## config.mk

```make
export PLATFORM = sky130hd
export DESIGN_NAME = fifo_rd_packer_flat
export DESIGN_NICKNAME = d
export VERILOG_FILES = /design/src/rtl/fifo_pkg.sv /design/src/rtl/fifo_rd_packer_if.sv /design/src/rtl/fifo_rd_idle_timer.sv /design/src/rtl/fifo_rd_packer.sv /design/src/flat_wrapper.sv
export SDC_FILE = /design/constraint.sdc
export NUM_CORES = 1
export LEC_CHECK = 0
export CORE_ASPECT_RATIO = 0.6
export CORE_MARGIN = 5
export CORE_UTILIZATION = 59
export CTS_CLUSTER_SIZE = 25
export DETAILED_ROUTE_END_ITERATION = 8
export PLACE_DENSITY = 0.85
export SLEW_MARGIN = 20
export SYNTH_ARGS = -nofsm -noshare
export SYNTH_HDL_FRONTEND = slang
export SYNTH_SLANG_ARGS = --single-unit
```

## constraint.sdc

```tcl
create_clock -name i_rd_clk -period 3.2 [get_ports i_rd_clk]
set_clock_uncertainty 0.15 [all_clocks]
set_input_delay 0.96 -clock i_rd_clk [delete_from_list [all_inputs] [get_ports i_rd_clk]]
set_output_delay 0.96 -clock i_rd_clk [all_outputs]
set_load 0.05 [all_outputs]
```

## src/rtl/fifo_pkg.sv

```systemverilog
// Shared FIFO package: default entry width, packer accumulator states and a
// width helper for counter sizing.
package fifo_pkg;

  // Entry width shared between the FIFO and its read-side consumers.
  localparam int unsigned DATASIZE_DEF = 8;

  // Accumulator occupancy, derived from the lane counter.
  typedef enum logic [1:0] {
    ACC_EMPTY   = 2'd0,
    ACC_PARTIAL = 2'd1,
    ACC_FULL    = 2'd2
  } acc_state_e;

  // Ceiling log2. Never returns 0, so a width built from it is always legal.
  function automatic int unsigned clog2(input int unsigned value);
    int unsigned width;
    width = 1;
    while ((64'(1) << width) < 64'(value)) width++;
    return width;
  endfunction

endpackage

```

## src/rtl/fifo_rd_packer_if.sv

```systemverilog
// Packer bus: FIFO read side (i_empty, i_rd_data, o_rd_en) and the packed
// output stream (o_word, o_byte_en, o_valid, i_ready).
// master: the packer; slave: FIFO/downstream side.
interface fifo_rd_packer_if #(
  parameter int unsigned DATASIZE = fifo_pkg::DATASIZE_DEF,
  parameter int unsigned PACK     = 4
);

  logic                     i_empty;
  logic [DATASIZE-1:0]      i_rd_data;
  logic                     o_rd_en;
  logic [DATASIZE*PACK-1:0] o_word;
  logic [PACK-1:0]          o_byte_en;
  logic                     o_valid;
  logic                     i_ready;

  modport master (
    input  i_empty, i_rd_data, i_ready,
    output o_rd_en, o_word, o_byte_en, o_valid
  );

  modport slave (
    output i_empty, i_rd_data, i_ready,
    input  o_rd_en, o_word, o_byte_en, o_valid
  );

endinterface

```

## src/rtl/fifo_rd_idle_timer.sv

```systemverilog
// Saturating idle counter for the packer flush timeout.
// Ports: clk, rst_n (sync, active-low), clr (zero the count), en (count
// enable), expired_c (count has reached TIMEOUT).
module fifo_rd_idle_timer #(
  parameter int unsigned TIMEOUT = 15,
  parameter int unsigned TOW     = 4
) (
  input  logic clk,
  input  logic rst_n,
  input  logic clr,
  input  logic en,
  output logic expired_c
);

  logic [TOW-1:0] idle_q;

  assign expired_c = (idle_q == TOW'(TIMEOUT));

  // Count up while enabled, holding at TIMEOUT.
  always_ff @(posedge clk) begin
    if (!rst_n) begin
      idle_q <= '0;
    end else if (clr) begin
      idle_q <= '0;
    end else if (en && !expired_c) begin
      idle_q <= idle_q + TOW'(1);
    end
  end

endmodule

```

## src/rtl/fifo_rd_packer.sv

```systemverilog
// Read-side FIFO consumer: pops entries while the FIFO is not empty, packs
// PACK entries little-endian into one word and presents it on a registered
// valid/ready stream. A partial word is flushed with a lane mask after
// TIMEOUT idle clocks (TIMEOUT=0 disables flushing).
// Ports: i_rd_clk, i_rd_rst_n (sync, active-low), bus (master modport):
//   i_empty/i_rd_data/o_rd_en to the FIFO, o_word/o_byte_en/o_valid/i_ready
//   to the consumer. o_rd_en is combinational; all other outputs registered.
module fifo_rd_packer
  import fifo_pkg::*;
#(
  parameter int unsigned DATASIZE = DATASIZE_DEF,
  parameter int unsigned PACK     = 4,
  parameter int unsigned TIMEOUT  = 15,
  parameter int unsigned CNTW     = clog2(PACK + 1),
  parameter int unsigned TOW      = clog2(TIMEOUT + 1)
) (
  input logic            i_rd_clk,
  input logic            i_rd_rst_n,
  fifo_rd_packer_if.master bus
);

  localparam int unsigned WORDW    = DATASIZE * PACK;
  localparam bit          FLUSH_EN = (TIMEOUT != 0);

  logic [CNTW-1:0]  cnt_q, cnt_d;
  logic [WORDW-1:0] acc_q, acc_d;
  logic [WORDW-1:0] word_q, word_d;
  logic [PACK-1:0]  be_q, be_d;
  logic             valid_q, valid_d;

  acc_state_e       acc_state;
  logic [WORDW-1:0] acc_wr;
  logic             rd_en_c;
  logic             out_free;
  logic             load_full;
  logic             flush;
  logic             idle_clr;
  logic             idle_expired_c;

  // State register: lane counter, accumulator and output word.
  always_ff @(posedge i_rd_clk) begin
    if (!i_rd_rst_n) begin
      cnt_q   <= '0;
      acc_q   <= '0;
      word_q  <= '0;
      be_q    <= '0;
      valid_q <= 1'b0;
    end else begin
      cnt_q   <= cnt_d;
      acc_q   <= acc_d;
      word_q  <= word_d;
      be_q    <= be_d;
      valid_q <= valid_d;
    end
  end

  // Next-state: pop decision, lane write, transfer and flush.
  always_comb begin
    acc_state = ACC_PARTIAL;
    rd_en_c   = 1'b0;
    out_free  = 1'b0;
    load_full = 1'b0;
    flush     = 1'b0;
    idle_clr  = 1'b0;
    acc_wr    = acc_q;
    cnt_d     = cnt_q;
    acc_d     = acc_q;
    word_d    = word_q;
    be_d      = be_q;
    valid_d   = valid_q;

    if (cnt_q == '0) begin
      acc_state = ACC_EMPTY;
    end else if (cnt_q == CNTW'(PACK)) begin
      acc_state = ACC_FULL;
    end

    rd_en_c  = i_rd_rst_n & ~bus.i_empty & (acc_state != ACC_FULL);
    out_free = ~valid_q | bus.i_ready;

    // Lane decode: the popped entry lands in lane cnt.
    for (int unsigned k = 0; k < PACK; k++) begin
      if (rd_en_c && (cnt_q == CNTW'(k))) begin
        acc_wr[k*DATASIZE +: DATASIZE] = bus.i_rd_data;
      end
    end

    // Complete word: either the completing pop this edge or a stalled full one.
    load_full = out_free &
                ((rd_en_c & (cnt_q == CNTW'(PACK - 1))) | (acc_state == ACC_FULL));
    // A pop in the expiring cycle takes priority over the flush.
    flush     = FLUSH_EN & idle_expired_c & (acc_state == ACC_PARTIAL) &
                ~rd_en_c & out_free;

    acc_d = acc_wr;
    cnt_d = cnt_q + CNTW'(rd_en_c);

    if (out_free) begin
      valid_d = 1'b0;
    end

    if (load_full) begin
      word_d  = acc_wr;
      be_d    = '1;
      valid_d = 1'b1;
      cnt_d   = '0;
      acc_d   = '0;
    end else if (flush) begin
      // Unfilled lanes are already zero since the accumulator clears on unload.
      word_d  = acc_q;
      for (int unsigned k = 0; k < PACK; k++) begin
        be_d[k] = (CNTW'(k) < cnt_q);
      end
      valid_d = 1'b1;
      cnt_d   = '0;
      acc_d   = '0;
    end

    idle_clr = rd_en_c | load_full | flush | (acc_state == ACC_EMPTY);
  end

  fifo_rd_idle_timer #(
    .TIMEOUT (TIMEOUT),
    .TOW     (TOW)
  ) u_idle_timer (
    .clk       (i_rd_clk),
    .rst_n     (i_rd_rst_n),
    .clr       (idle_clr),
    .en        (FLUSH_EN),
    .expired_c (idle_expired_c)
  );

  assign bus.o_rd_en   = rd_en_c;
  assign bus.o_word    = word_q;
  assign bus.o_byte_en = be_q;
  assign bus.o_valid   = valid_q;

endmodule

```

## src/flat_wrapper.sv

```systemverilog
// flat-port wrapper written by rule: the top's interface ports become plain ports
module fifo_rd_packer_flat import fifo_pkg::*;
#(
  parameter int unsigned DATASIZE = DATASIZE_DEF,
  parameter int unsigned PACK     = 4,
  parameter int unsigned TIMEOUT  = 15,
  parameter int unsigned CNTW     = clog2(PACK + 1),
  parameter int unsigned TOW      = clog2(TIMEOUT + 1)
)
  (i_rd_clk, i_rd_rst_n, bus_i_empty, bus_i_rd_data, bus_i_ready, bus_o_rd_en, bus_o_word, bus_o_byte_en, bus_o_valid);
  fifo_rd_packer_if #(.DATASIZE(DATASIZE), .PACK(PACK)) bus_i ();
  input logic i_rd_clk;
  input logic i_rd_rst_n;
  input wire logic [$bits(bus_i.i_empty)-1:0] bus_i_empty;
  input wire logic [$bits(bus_i.i_rd_data)-1:0] bus_i_rd_data;
  input wire logic [$bits(bus_i.i_ready)-1:0] bus_i_ready;
  output wire logic [$bits(bus_i.o_rd_en)-1:0] bus_o_rd_en;
  output wire logic [$bits(bus_i.o_word)-1:0] bus_o_word;
  output wire logic [$bits(bus_i.o_byte_en)-1:0] bus_o_byte_en;
  output wire logic [$bits(bus_i.o_valid)-1:0] bus_o_valid;
  assign bus_i.i_empty = bus_i_empty;
  assign bus_i.i_rd_data = bus_i_rd_data;
  assign bus_i.i_ready = bus_i_ready;
  assign bus_o_rd_en = bus_i.o_rd_en;
  assign bus_o_word = bus_i.o_word;
  assign bus_o_byte_en = bus_i.o_byte_en;
  assign bus_o_valid = bus_i.o_valid;
  fifo_rd_packer #(.DATASIZE(DATASIZE), .PACK(PACK), .TIMEOUT(TIMEOUT), .CNTW(CNTW), .TOW(TOW)) u_core (.i_rd_clk(i_rd_clk), .i_rd_rst_n(i_rd_rst_n), .bus(bus_i));
endmodule
```

Yosys cells after proc, flatten, opt, wreduce, memory -nomap -nowiden
Index checks and enable logic that the tools add are counted.
{ "word_totals": {"regBits": 76, "output_inout_bits": 38, "word_cells": 59} }
{ "op_classes": {"n_addsub": 2, "magnitude_cmp": 4, "eq_ne": 8, "mux": 13, "bitwise": 16, "n_reduce_logical": 10} }
{ "op_table": {"columns": ["operator", "count"], "rows": [
  ["two-way mux 32 bit", 2],
  ["two-way mux 8 bit", 4],
  ["two-way mux 4 bit", 2],
  ["AND 1 bit", 7],
  ["equality test 3 x 2 -> 1 bit, second input constant", 2],
  ["< comparator 1 x 3 -> 1 bit, first input constant", 2],
  ["< comparator 2 x 3 -> 1 bit, first input constant", 2],
  ["OR 1 bit", 5],
  ["adder 4 x 1 -> 4 bit, second input constant", 1],
  ["equality test 4 bit, second input constant", 1],
  ["logical AND 1 bit", 4],
  ["two-way mux 2 bit", 2],
  ["NOT 1 bit", 4],
  ["adder 3 x 1 -> 3 bit", 1],
  ["equality test 3 x 1 -> 1 bit, second input constant", 1],
  ["equality test 3 bit, second input constant", 1],
  ["zero test 3 bit", 1],
  ["two-way mux 1 bit", 3],
  ["nonzero test 3 bit", 1],
  ["OR reduction 3 bit", 1],
  ["equality test 2 x 1 -> 1 bit, second input constant", 1],
  ["equality test 2 bit, second input constant", 1],
  ["zero test 2 bit", 1],
  ["!= test 2 bit, second input constant", 1],
  ["other kinds (2)", 2]
]} }

Depth between registers and ports, before layout
{ "logic_depth": {"ltp_word": 12, "mapped_depth": 8, "ltp_nobuf": 5} }

By module
Synthesis repeated with hierarchy kept, for this count alone.
{ "hier_totals": {"hier_cells": 283, "area_unflattened_um2": 3138.0} }
{ "by_module_without_submodules": {"columns": ["module", "n_inst", "cells_each", "area_each_um2", "seq_area_each_um2"], "rows": [
  ["fifo_rd_packer", 1, 261, 2940.3, 1441.4],
  ["fifo_rd_idle_timer", 1, 22, 197.7, 80.1]
]} }

Worst setup path after synthesis
OpenSTA, ideal clock, no wires.
{ "synth_path": {"path_type": "input -> output", "start": "input port bus_i_empty", "end": "output port bus_o_rd_en", "arrival_time_ps": 2342, "required_time_ps": 2090, "path_slack_ps": -252, "stages": 4, "path_cell_list": "nand2b_2 > buf_6 > clkbuf_1 > a21oi_1"} }
{ "synth_via": {"elab_chain_cells": 3} }
{ "synth_lines": {"columns": ["item", "line", "source"], "rows": [
  ["start: declaration", "flat_wrapper.sv:14", "input wire logic [$bits(bus_i.i_empty)-1:0] bus_i_empty;"],
  ["NOT 1 bit", "fifo_rd_packer.sv:78", "rd_en_c = i_rd_rst_n & ~bus.i_empty & (acc_state != ACC_FULL);"],
  ["AND 1 bit (2 in a row)", "fifo_rd_packer.sv:78", null],
  ["end: declaration", "flat_wrapper.sv:17", "output wire logic [$bits(bus_i.o_rd_en)-1:0] bus_o_rd_en;"]
]} }
No other way between the ends.

Worst setup path after layout
Same ends and word-level chain as after synthesis.

==> impl_metrics.toml <==
[drt]
vias = 3267
antenna_left = 0
drtPass1Iterations = 6
drt-total-wl_microns = 9795
drtIter0Drc = 333
viasPerCell = 6.600
drc = 0
routedWlPerCell_microns = 19.79

[yosys]
ys_ff_latch = 76
synth.avg_cell_area_sq_um = 9.535
async_flop_share = 0
synth_edf_count = 0
synthesis.nets = 388
synthCells = 374
yosysWarnings = 0
synth_flop_cell = "dfxtp_1"
synth_cell_types = 37
yosysSeqAreaShare = 0.4267
syn-cell-area_sq_um = 3566

[grt]
antenna_found_initial = 0
grt_max_degree = 71
grt_pass1_wl_microns = 16000
grt_pass1_vias = 3181
grt_overflow = 0
grt_usage = 0.2650

[clock_tree]
cts_sinks = 76
cts_buffer_depth = 2
cts_tree = "built"
cts_root_buf = "clkbuf_8"
cts_made_buffers = 9
cts.htree.levels = 3
path_clk_slew_ns = 0.07
cts_resized = 0
insertion_delay_ns = 0.35
hold_buffers = 0
post_cts_buffers = 0

[critical_path]
end_kind = "output pin"
critical_path.startpoint_type = "input pin"
cp_data_arrival_time_ns = 1.98
r2r_setup_slack_ns = 0.80
critical_path.max_fanout = 3
cp_data_required_time_ns = 2.09
crit_type = "input pin to output pin"

[floorplanning]
initial_core_util = 0.6225
dieArea_sq_um = 7750
io_pins = 50
row_count = 21
dieWidth_microns = 110.4
die_y_microns = 70.22
core_sq_um = 5728

[status]
outcome = "finished, final reports clean"

[layout]
final_common_cell = "dfxtp_1"
area_growth_syn_to_layout_pct = 23.54
n_antenna_cell = 0
final_cell_mix = "76 x dfxtp_1, 48 x clkdlybuf4s50_1, 37 x nor3_1"
nNetsFinal = 424
fillers = 415
post-route-cell-area_sq_um = 4405
layout-drive-gt1-share = 0.1277

[power_and_ir_drop]
p_leak_uw = 0.001524
peakVddDrop_mv = 0.3178
total_power_uw = 2024
p_per_area_nw_per_um2 = 459.5

[timing]
fin_crit_ns = 3.093
max_freq_mhz = 323.3
setup_viol = 0
finalHoldWorstSlack_ns = 0.3161
slew_violations = 0
layout_setup_ws_ns = 0.1071
finalCritPeriodShare = 0.9665
slew_headroom = 0.5737
grt_setup_unrepaired = "no"
hold_viol_final = 0
tightest_slew_ns = 0.6395

[placed_design]
place.gp.congestion = 0.8535
port_buffers = 49
post-dp-hpwl_microns = 6099
postPlaceCellArea_sq_um = 4155
place_ws_ns = -0.007371

[worst_hold_path]
hold_class = "register to register"

[run]
drv_cap = 0
-- metrics by stage --
stage / util / instances / TNS (ns)
2_1_floorplan: - / 374 / 0
3_3_place_gp: 0.7254 / 479 / 0
3_5_place_dp: 0.7254 / 479 / -0.007419
4_1_cts: 0.7691 / 495 / 0
5_1_grt: 0.7691 / 495 / 0
6_report: 0.7691 / 495 / 0
-- Yosys cell counts (2+ instances only) --
library cell  instances  area share
dfxtp_1              76        0.43
nor3_1               37       0.052
inv_1                34       0.036
mux2i_1              33       0.093
a221oi_1             32       0.079
a41oi_1              32       0.079
a211oi_1             26       0.055
clkbuf_1             23       0.024
buf_2                17       0.024
a211oi_2              8       0.028
nand2_1               7      0.0074
nor2_1                7      0.0074
a21oi_1               6      0.0084
buf_4                 4      0.0084
o21a_1                3      0.0063
xnor2_1               3      0.0074
ha_1                  2      0.0070
nand3_1               2      0.0028
nor3b_1               2      0.0042
o21ai_0               2      0.0028
or4_1                 2      0.0042
-- worst max-delay path, stage by stage --
cell and delay, ns:
clkdlybuf4s50_1 0.42, nand2b_2 0.23, a21oi_2 0.21, buf_12 0.17
-- final cells by class --
cell class	count	area, sq um	share of cell area
clock buffers	12	155.1	0.03522
clock inverters	4	95.09	0.02158
inverters	35	131.4	0.02982
multi-input cells	218	1707	0.3874
flip-flops and latches	76	1521	0.3454
well taps	80	100.1	0.02272
repair buffers	70	695.7	0.1579
-- final timing paths --
path	from	end	cells past startpoint
setup / recovery	bus_i_empty	bus_o_rd_en	4
hold reg to reg	u_core.bus.o_byte_en[2]	u_core.bus.o_byte_en[2]	2
hold / removal	u_core.bus.o_byte_en[2]	u_core.bus.o_byte_en[2]	2
setup reg to reg	u_core.u_idle_timer.idle_q[0]	u_core.bus.o_word[17]	7
-- where the power goes --
part	switching, uW	total, uW	internal, uW
sequential	10.8	969	959
combinational	97.7	154	56.0
clock	342	901	560
total	450	2020	1570
-- sequential cells by signal, summed over array words and instances, names as in the netlist --
name	count
u_core.cnt_q	3
u_core.bus.o_word	32
u_core.bus.o_valid	1
u_core.u_idle_timer.idle_q	4
u_core.bus.o_byte_en	4
u_core.acc_q	32
-- cells by family (layout without fill, tap and decap cells) --
logic type / after synthesis / count (layout) / share of synthesized area
AO/OA/AOI/OAI: 112 / 112 / 0.2677
buffers and inverters: 80 / 121 / 0.09649
flip-flops: 76 / 76 / 0.4267
AND/OR/NAND/NOR: 68 / 68 / 0.1021
multiplexers: 33 / 33 / 0.09263
XOR/XNOR: 3 / 3 / 0.007370
adder cells (fa/ha/maj): 2 / 2 / 0.007016
-- metal layers --
| metal | track usage | up-vias | part of all wire |
|---|---|---|---|
| met5 | 0 | - | 0 |
| met4 | 0.08333 | 0 | 0.020 |
| met3 | 0.08840 | 21 | 0.084 |
| met2 | 0.4032 | 181 | 0.46 |
| met1 | 0.3543 | 1560 | 0.43 |
| li1 | - | 1505 | - |
No activity file was read; power rests on OpenSTA's default activity.
